===== config.mk =====
export PLATFORM = sky130hd
export DESIGN_NAME = serial_rx_param
export DESIGN_NICKNAME = d
export VERILOG_FILES = /design/src/rtl/serial_rx_param.sv
export SDC_FILE = /design/constraint.sdc
export NUM_CORES = 1
export LEC_CHECK = 0
export CORE_AREA = 2 2 39 41
export CTS_CLUSTER_SIZE = 8
export DETAILED_ROUTE_END_ITERATION = 8
export DIE_AREA = 0 0 41 43
export PLACE_DENSITY = 0.73
export RECOVER_POWER = 50
export SYNTH_ARGS = -nofsm -noshare
export SYNTH_HDL_FRONTEND = slang
export SYNTH_SLANG_ARGS = --single-unit

===== constraint.sdc =====
create_clock -name clk -period 3.5 [get_ports clk]
set_clock_uncertainty 0.1 [all_clocks]
set_input_delay 0.875 -clock clk [delete_from_list [all_inputs] [get_ports clk]]
set_output_delay 0.875 -clock clk [all_outputs]
set_load 0.005 [all_outputs]

===== src/rtl/serial_rx_param.sv =====
// serial_rx_param: parametrised async serial receiver with framing/parity checks and valid/ready output (parity enabled by RX_PARITY_EN)
module serial_rx_param #(
  parameter int DATA_W       = 8,
  parameter int CLKS_PER_BIT = 4,
  parameter bit PARITY_ODD   = 1'b0
) (
  input  logic              clk,
  input  logic              reset,
  input  logic              tx,
  input  logic              out_ready,
  output logic [DATA_W-1:0] out_data,
  output logic              out_valid,
  output logic              frame_err,
  output logic              parity_err,
  output logic              overrun,
  output logic              busy
);
  localparam int HALF = CLKS_PER_BIT / 2;
  localparam int CW = $clog2(CLKS_PER_BIT);
  localparam int BW = $clog2(DATA_W + 1);
  localparam logic [CW-1:0] C_LAST = CW'(CLKS_PER_BIT - 1);
  localparam logic [CW-1:0] C_HALF = CW'(HALF - 1);
  localparam logic [BW-1:0] B_LAST = BW'(DATA_W - 1);

  typedef enum logic [2:0] {
    IDLE,
    START,
    DATA,
`ifdef RX_PARITY_EN
    PARITY,
`endif
    STOP
  } state_t;

  state_t            r_state, w_next;
  logic              r_sync1, r_sync2, r_pbad;
  logic [CW-1:0]     r_cnt;
  logic [BW-1:0]     r_bit;
  logic [DATA_W-1:0] r_shift;
  logic              w_tick, w_done, w_good;

  assign w_tick = r_cnt == ((r_state == START) ? C_HALF : C_LAST);
  assign w_done = (r_state == STOP) && w_tick;
  assign w_good = w_done && r_sync2 && !r_pbad;
  assign busy   = r_state != IDLE;

  // two-flop synchroniser on the raw line, idling high
  always_ff @(posedge clk or posedge reset) begin
    if (reset) begin
      r_sync1 <= 1'b1;
      r_sync2 <= 1'b1;
    end else begin
      r_sync1 <= tx;
      r_sync2 <= r_sync1;
    end
  end

  // state register
  always_ff @(posedge clk or posedge reset) begin
    if (reset) r_state <= IDLE;
    else r_state <= w_next;
  end

  // next-state: each non-idle state advances on its sample tick
  always_comb begin
    w_next = r_state;
    case (r_state)
      IDLE:   w_next = r_sync2 ? IDLE : START;
      START:  if (w_tick) w_next = r_sync2 ? IDLE : DATA;
`ifdef RX_PARITY_EN
      DATA:   if (w_tick && r_bit == B_LAST) w_next = PARITY;
      PARITY: if (w_tick) w_next = STOP;
`else
      DATA:   if (w_tick && r_bit == B_LAST) w_next = STOP;
`endif
      STOP:   if (w_tick) w_next = IDLE;
      default: w_next = IDLE;
    endcase
  end

  // cycle/bit counters, LSB-first shift register and latched parity verdict
  always_ff @(posedge clk or posedge reset) begin
    if (reset) begin
      r_cnt   <= '0;
      r_bit   <= '0;
      r_shift <= '0;
      r_pbad  <= 1'b0;
    end else begin
      r_cnt <= (r_state == IDLE || w_tick) ? '0 : r_cnt + CW'(1);
      r_bit <= (r_state == IDLE) ? '0 : r_bit + BW'(r_state == DATA && w_tick);
      if (r_state == DATA && w_tick) r_shift <= DATA_W'({r_sync2, r_shift} >> 1);
`ifdef RX_PARITY_EN
      if (r_state == PARITY && w_tick) r_pbad <= (^{r_shift, r_sync2}) != PARITY_ODD;
`endif
    end
  end

  // output word, handshake, framing pulse and sticky overrun
  always_ff @(posedge clk or posedge reset) begin
    if (reset) begin
      out_data  <= '0;
      out_valid <= 1'b0;
      frame_err <= 1'b0;
      overrun   <= 1'b0;
    end else begin
      frame_err <= w_done && !r_sync2;
      if (w_good && (!out_valid || out_ready)) begin
        out_valid <= 1'b1;
        out_data  <= r_shift;
      end else if (out_ready) out_valid <= 1'b0;
      if (w_good && out_valid && !out_ready) overrun <= 1'b1;
    end
  end

`ifdef RX_PARITY_EN
  // parity error pulse on the stop-sample edge
  always_ff @(posedge clk or posedge reset) begin
    if (reset) parity_err <= 1'b0;
    else parity_err <= w_done && r_pbad;
  end
`else
  assign parity_err = PARITY_ODD & 1'b0;
`endif
endmodule


==> flow_metrics.env, run 1 <==
export IMPL_worstReg2RegStart="r_cnt[0]"
export IMPL_syn_area_sq_um=562
export IMPL_ir_drop_mv=0.310
export IMPL_chipHeight_um=43
export IMPL_synth_seq_cells=11
export IMPL_synth_distinct_cells=22
export IMPL_cp_top_family="buffers and inverters"
export IMPL_synth_top_flop_cell="dfrtp_1"
export IMPL_place_area_sq_um=567
export IMPL_synth_compound_area_share_pct=6.01
export IMPL_synth_top_family_by_area="buffers and inverters"
export IMPL_fill_cells=138
export IMPL_cp_num_buf_inv=2
export IMPL_crit_path_max_incr_delay_ns=0.47
export IMPL_worstSetupStartpointType="flop"
export IMPL_wl_per_cell_um=8.87
export IMPL_clock_latency_ns=0.26
export IMPL_path_cells="nor2_1, inv_1, clkdlybuf4s50_1"
export IMPL_synthAdderAreaFrac_pct=4.45
export IMPL_cts_buffers=3
export IMPL_cp_end_kind="output pin"
export IMPL_root_buffer="clkbuf_4"
export IMPL_setup_tns_ns=0
export IMPL_antenna_left=0
export IMPL_status="completed"
export IMPL_viasPerCell=4.39
export IMPL_synth_warning_count=1
export IMPL_numClockSinks=11
export IMPL_wl_um=674
export IMPL_place_gp_congestion=0.743
export IMPL_dr_pass1_iters=1
export IMPL_synth_edff_count=0
export IMPL_avgSynthCellArea_sq_um=10.2
export IMPL_fmax_ghz=0.388
export IMPL_ctsResizeCount=0
export IMPL_antenna_found_initial=0
export IMPL_synthSimpleGateAreaFrac_pct=16.3
export IMPL_crit_required_ns=2.52
export IMPL_ys_seq_area_share_pct=49.4
export IMPL_power_density_mw_per_mm2=659
export IMPL_period_share_pct=73.6
export IMPL_die_x_um=41
export IMPL_hold_violations=0
export IMPL_async_reset_ff_share_pct=100
export IMPL_critPathArrivalTime_ns=1.60
export IMPL_cts_tree="yes"
export IMPL_cts_hold_buffers=0
export IMPL_clock_path_buffers=2
export IMPL_cts_reportedPaths_clkPinSlew_ns=0.07
export IMPL_pin_count=17
export IMPL_hp_start="r_sync1"
export IMPL_fin_area_sq_um=588
export IMPL_hold_class="reg -> reg"
export IMPL_dp_hpwl_um=513
export IMPL_h_tree_depth=1
export IMPL_dieArea_sq_mm=0.00176
export IMPL_layout_commonest_cell="conb_1"
export IMPL_layout_common_cells="11 x conb_1, 9 x dfrtp_1, 5 x nor2_1, 4 x nand2_1"
export IMPL_drcViolationCount=0
export IMPL_drt_iter0_drc=0
export IMPL_path_max_fanout=10
export IMPL_start_util_pct=40.6
export IMPL_synth_xor_area_share_pct=4.68
export IMPL_grt_pass1_wl_um=1100
export IMPL_postCtsSetupRepairBufs=0
export IMPL_dr_total_vias=334
export IMPL_critPathLaunch="r_state[0]"
export IMPL_synthCells=55
export IMPL_rows=14
export IMPL_overflow=0
export IMPL_grt_max_degree=12
export IMPL_power_leakage_uw=0.000290
export IMPL_slowest_stage="dfrtp_1"
export IMPL_slew_viol_final=0
export IMPL_area_growth_syn_to_layout_pct=4.68
export IMPL_total_power_uw=388
export IMPL_drive_above_1_share_pct=8.33
export IMPL_n_antenna_cell=0
export IMPL_finalWorstPathRequiredPeriod_ns=2.58
export IMPL_setup_violations=0
export IMPL_path_class="reg -> out"
export IMPL_first_global_vias=274
export IMPL_io_buffers=4
export IMPL_hold_slack_ns=0.257
export IMPL_drv_cap=0
export IMPL_rsz0062_at_grt="false"
export IMPL_synthMuxAreaShare_pct=0
export IMPL_core_area_sq_mm=0.00138
export IMPL_gr_usage_all_layers_pct=9.33
export IMPL_final_nets=67
[final cells by class]
cell class / instances / area (sq um) / area share [%]
Timing Repair Buffer: 4 / 40.0 / 6.81
Tap cell: 16 / 20.0 / 3.40
Inverter: 3 / 11.3 / 1.91
Sequential cell: 11 / 278 / 47.2
Multi-Input combinational cell: 38 / 213 / 36.2
Clock buffer: 4 / 26.3 / 4.47
[stage by stage]
stage	instances	setup WS, ns	util [%]
global placement	72	1.22	41.0
global route	76	0.782	42.5
finish	76	0.923	42.5
CTS	76	0.884	42.9
detailed placement	72	1.19	41.0
floorplan	65	1.72	-
[kinds of logic (layout without fill, tap and decap cells)]
group,count (synthesis),after routing
DFF,11,11
xor gates and xnor gates,3,3
AOI/OAI and AO/OA,5,5
adders and majority gates,2,2
and+or+nand+nor,17,17
buffers and inverters,16,11
other,1,11
[registers in the layout (all words and copies together), names as in the netlist]
register,cells
r_bit,4
r_cnt,2
r_state,2
frame_err,1
r_sync1,1
r_sync2,1
[metal layers]
metal	GRT usage [%]	up-vias	routed length, um
li1	-	166	-
met1	13.4	156	292
met2	12.5	12	338
met3	1.57	0	43
met4	6.00	0	0
met5	0	-	0
[cells in the mapped netlist, types with 2 or more instances]
master | n | area [sq um]
dfrtp_1 | 9 | 225
buf_2 | 2 | 10.0
dfstp_2 | 2 | 52.6
a31oi_1 | 2 | 12.5
buf_4 | 11 | 82.6
ha_1 | 2 | 25.0
nand2_1 | 4 | 15.0
inv_1 | 3 | 11.3
nor2b_1 | 2 | 12.5
xor2_1 | 2 | 17.5
nor2_1 | 5 | 18.8
[power breakdown]
part | switching (uW) | internal (uW)
combinational | 46.3 | 50.0
sequential | 46.9 | 161
clock | 39.8 | 44.0
[worst paths after layout]
path | end | cells past startpoint | slack [ns]
max | busy | 3 | 0.92
min | r_sync2 | 0 | 0.26
max reg2reg | r_bit[2] | 6 | 2.01
min reg2reg | r_sync2 | 0 | 0.26
max in group asynchronous | r_sync2 | 2 | 2.06
min in group asynchronous | r_bit[1] | 2 | 0.93
Power figures use the tool's default switching activity.
==> inputs of run 2 (changes only) <==
--- a/config.mk
+++ b/config.mk
@@ -5,11 +5,11 @@
 export SDC_FILE = /design/constraint.sdc
 export NUM_CORES = 1
 export LEC_CHECK = 0
-export CORE_AREA = 2 2 39 41
+export CORE_MARGIN = 2
+export CORE_UTILIZATION = 39
 export CTS_CLUSTER_SIZE = 8
 export DETAILED_ROUTE_END_ITERATION = 8
-export DIE_AREA = 0 0 41 43
-export PLACE_DENSITY = 0.73
+export PLACE_DENSITY = 0.71
 export RECOVER_POWER = 50
 export SYNTH_ARGS = -nofsm -noshare
 export SYNTH_HDL_FRONTEND = slang
==> constraint.sdc (replaced) <==
create_clock -name clk -period 2.1 [get_ports clk]
set_clock_uncertainty 0.1 [all_clocks]
set_input_delay 0.525 -clock clk [delete_from_list [all_inputs] [get_ports clk]]
set_output_delay 0.525 -clock clk [all_outputs]
set_load 0.005 [all_outputs]
==> flow_metrics.env, run 2 (synthesized netlist as in run 1, its figures left out) <==
export IMPL_numClockSinks=11
export IMPL_dp_hpwl_um=512
export IMPL_setup_tns_ns=0
export IMPL_path_max_fanout=10
export IMPL_hold_class="reg -> reg"
export IMPL_dr_pass1_iters=2
export IMPL_viasPerCell=4.61
export IMPL_ir_drop_mv=0.478
export IMPL_top_register="r_bit"
export IMPL_hp_start="r_sync1"
export IMPL_core_area_sq_mm=0.00132
export IMPL_cp_end_kind="output pin"
export IMPL_root_buffer="clkbuf_4"
export IMPL_fmax_ghz=0.502
export IMPL_gr_usage_met3_pct=3.91
export IMPL_hold_violations=0
export IMPL_path_class="reg -> out"
export IMPL_status="completed"
export IMPL_critPathArrivalTime_ns=1.37
export IMPL_critPathLaunch="r_state[0]"
export IMPL_slowest_stage="dfrtp_2"
export IMPL_finalWorstPathRequiredPeriod_ns=1.99
export IMPL_reg_largest_list="r_bit: 4 flops, r_cnt: 2 flops, r_state: 2 flops"
export IMPL_worstSetupStartpointType="flop"
export IMPL_clock_latency_ns=0.27
export IMPL_layout_common_cells="11 x conb_1, 8 x dfrtp_1, 5 x nor2_1, 4 x nand2_1"
export IMPL_io_buffers=4
export IMPL_largest_reg_flops=4
export IMPL_cts_buffers=3
export IMPL_cp_num_buf_inv=2
export IMPL_overflow=0
export IMPL_die_x_um=42.0
export IMPL_place_gp_congestion=0.660
export IMPL_setup_violations=0
export IMPL_dr_total_vias=350
export IMPL_final_cell_count_no_fill=76
export IMPL_cts_reportedPaths_clkPinSlew_ns=0.06
export IMPL_rsz0062_at_grt="false"
export IMPL_wl_per_cell_um=9.36
export IMPL_drive_above_1_share_pct=13.1
export IMPL_drv_cap=0
export IMPL_grt_use_met1_pct=11.4
export IMPL_period_share_pct=94.8
export IMPL_total_power_uw=668
export IMPL_layout_commonest_cell="conb_1"
export IMPL_area_growth_syn_to_layout_pct=6.90
export IMPL_first_global_vias=316
export IMPL_top_usage_layer="met2"
export IMPL_fill_cells=132
export IMPL_chipHeight_um=42.0
export IMPL_pin_count=17
export IMPL_power_density_mw_per_mm2=1110
export IMPL_clock_path_buffers=2
export IMPL_h_tree_depth=1
export IMPL_gr_usage_all_layers_pct=9.76
export IMPL_post_route_util_pct=45.6
export IMPL_start_util_pct=42.6
export IMPL_antenna_found_initial=0
export IMPL_final_nets=68
export IMPL_dp_cells=72
export IMPL_power_leakage_uw=0.000295
export IMPL_crit_required_ns=1.47
export IMPL_cts_tree="yes"
export IMPL_n_antenna_cell=0
export IMPL_rows=13
export IMPL_worstReg2RegStart="r_cnt[0]"
export IMPL_drcViolationCount=0
export IMPL_path_cells="nor2_1, inv_1, clkdlybuf4s50_1"
export IMPL_use_met2_pct=14.1
export IMPL_drt_iter0_drc=2
export IMPL_dieArea_sq_mm=0.00176
export IMPL_grt_pass1_wl_um=1250
export IMPL_postCtsSetupRepairBufs=0
export IMPL_slew_viol_final=0
export IMPL_cp_top_family="buffers and inverters"
export IMPL_grt_max_degree=12
export IMPL_wl_um=711
export IMPL_antenna_left=0
export IMPL_crit_path_max_incr_delay_ns=0.46
[run 2: cell types whose count changed in the layout (fill, tap and decap cells not counted)]
cell | previous run | this run
buf_4 | 0 | 1
nand3_1 | 2 | 1
dfrtp_2 | 0 | 1
dfrtp_1 | 9 | 8
nand3_2 | 0 | 1
[run 2: cell type report]
type	count	area, sq um	area share, %
repair buffers	5	47.5	7.92
multi-input cells	38	218	36.3
inverters	3	11.3	1.88
well taps	15	18.8	3.13
flip-flops and latches	11	279	46.5
clock buffers	4	26.3	4.38
[run 2: what timing repair did]
action	in CTS	in global routing
gates resized for setup	0	1
hold buffers	0	0
endpoints found under the setup margin	0	1
[run 2: path summary, 6_finish.rpt]
path / cells after the start / slack (ns) / endpoint
max: 3 / 0.11 / busy
max in group asynchronous: 2 / 1.01 / r_sync2
min in group asynchronous: 2 / 0.57 / r_bit[1]
min reg2reg: 0 / 0.26 / r_sync2
max reg2reg: 5 / 0.65 / r_bit[1]
min: 0 / 0.26 / r_sync2
[run 2: layer usage]
| layer | vias to the layer above | wire length, um |
|---|---|---|
| met5 | - | 0 |
| met1 | 161 | 318 |
| met3 | 4 | 60 |
| li1 | 167 | - |
| met4 | 0 | 23 |
| met2 | 18 | 308 |
[run 2: through the flow]
step	setup WS [ns]	instance area (sq um)	hold slack [ns]
final	0.108	601	0.256
after global routing	0.0233	601	0.266
after CTS	0.0671	599	0.257
after detailed placement	0.375	573	0.247
after global placement	0.367	573	0.246
after floorplan	0.673	599	0.245
[run 2: worst reg2reg max path, stage by stage, from the launching register on]
cell and delay (ns):
dfrtp_1 0.48, nand3_2 0.12, nor2_1 0.12, ha_1 0.18
ha_1 0.22, nor2b_1 0.13
[run 2: report_power, final]
part / switching (uW) / internal [uW] / total, uW
Combinational: 75.8 / 96.1 / 172
Sequential: 86.0 / 270 / 356
Clock: 66.9 / 73.6 / 140
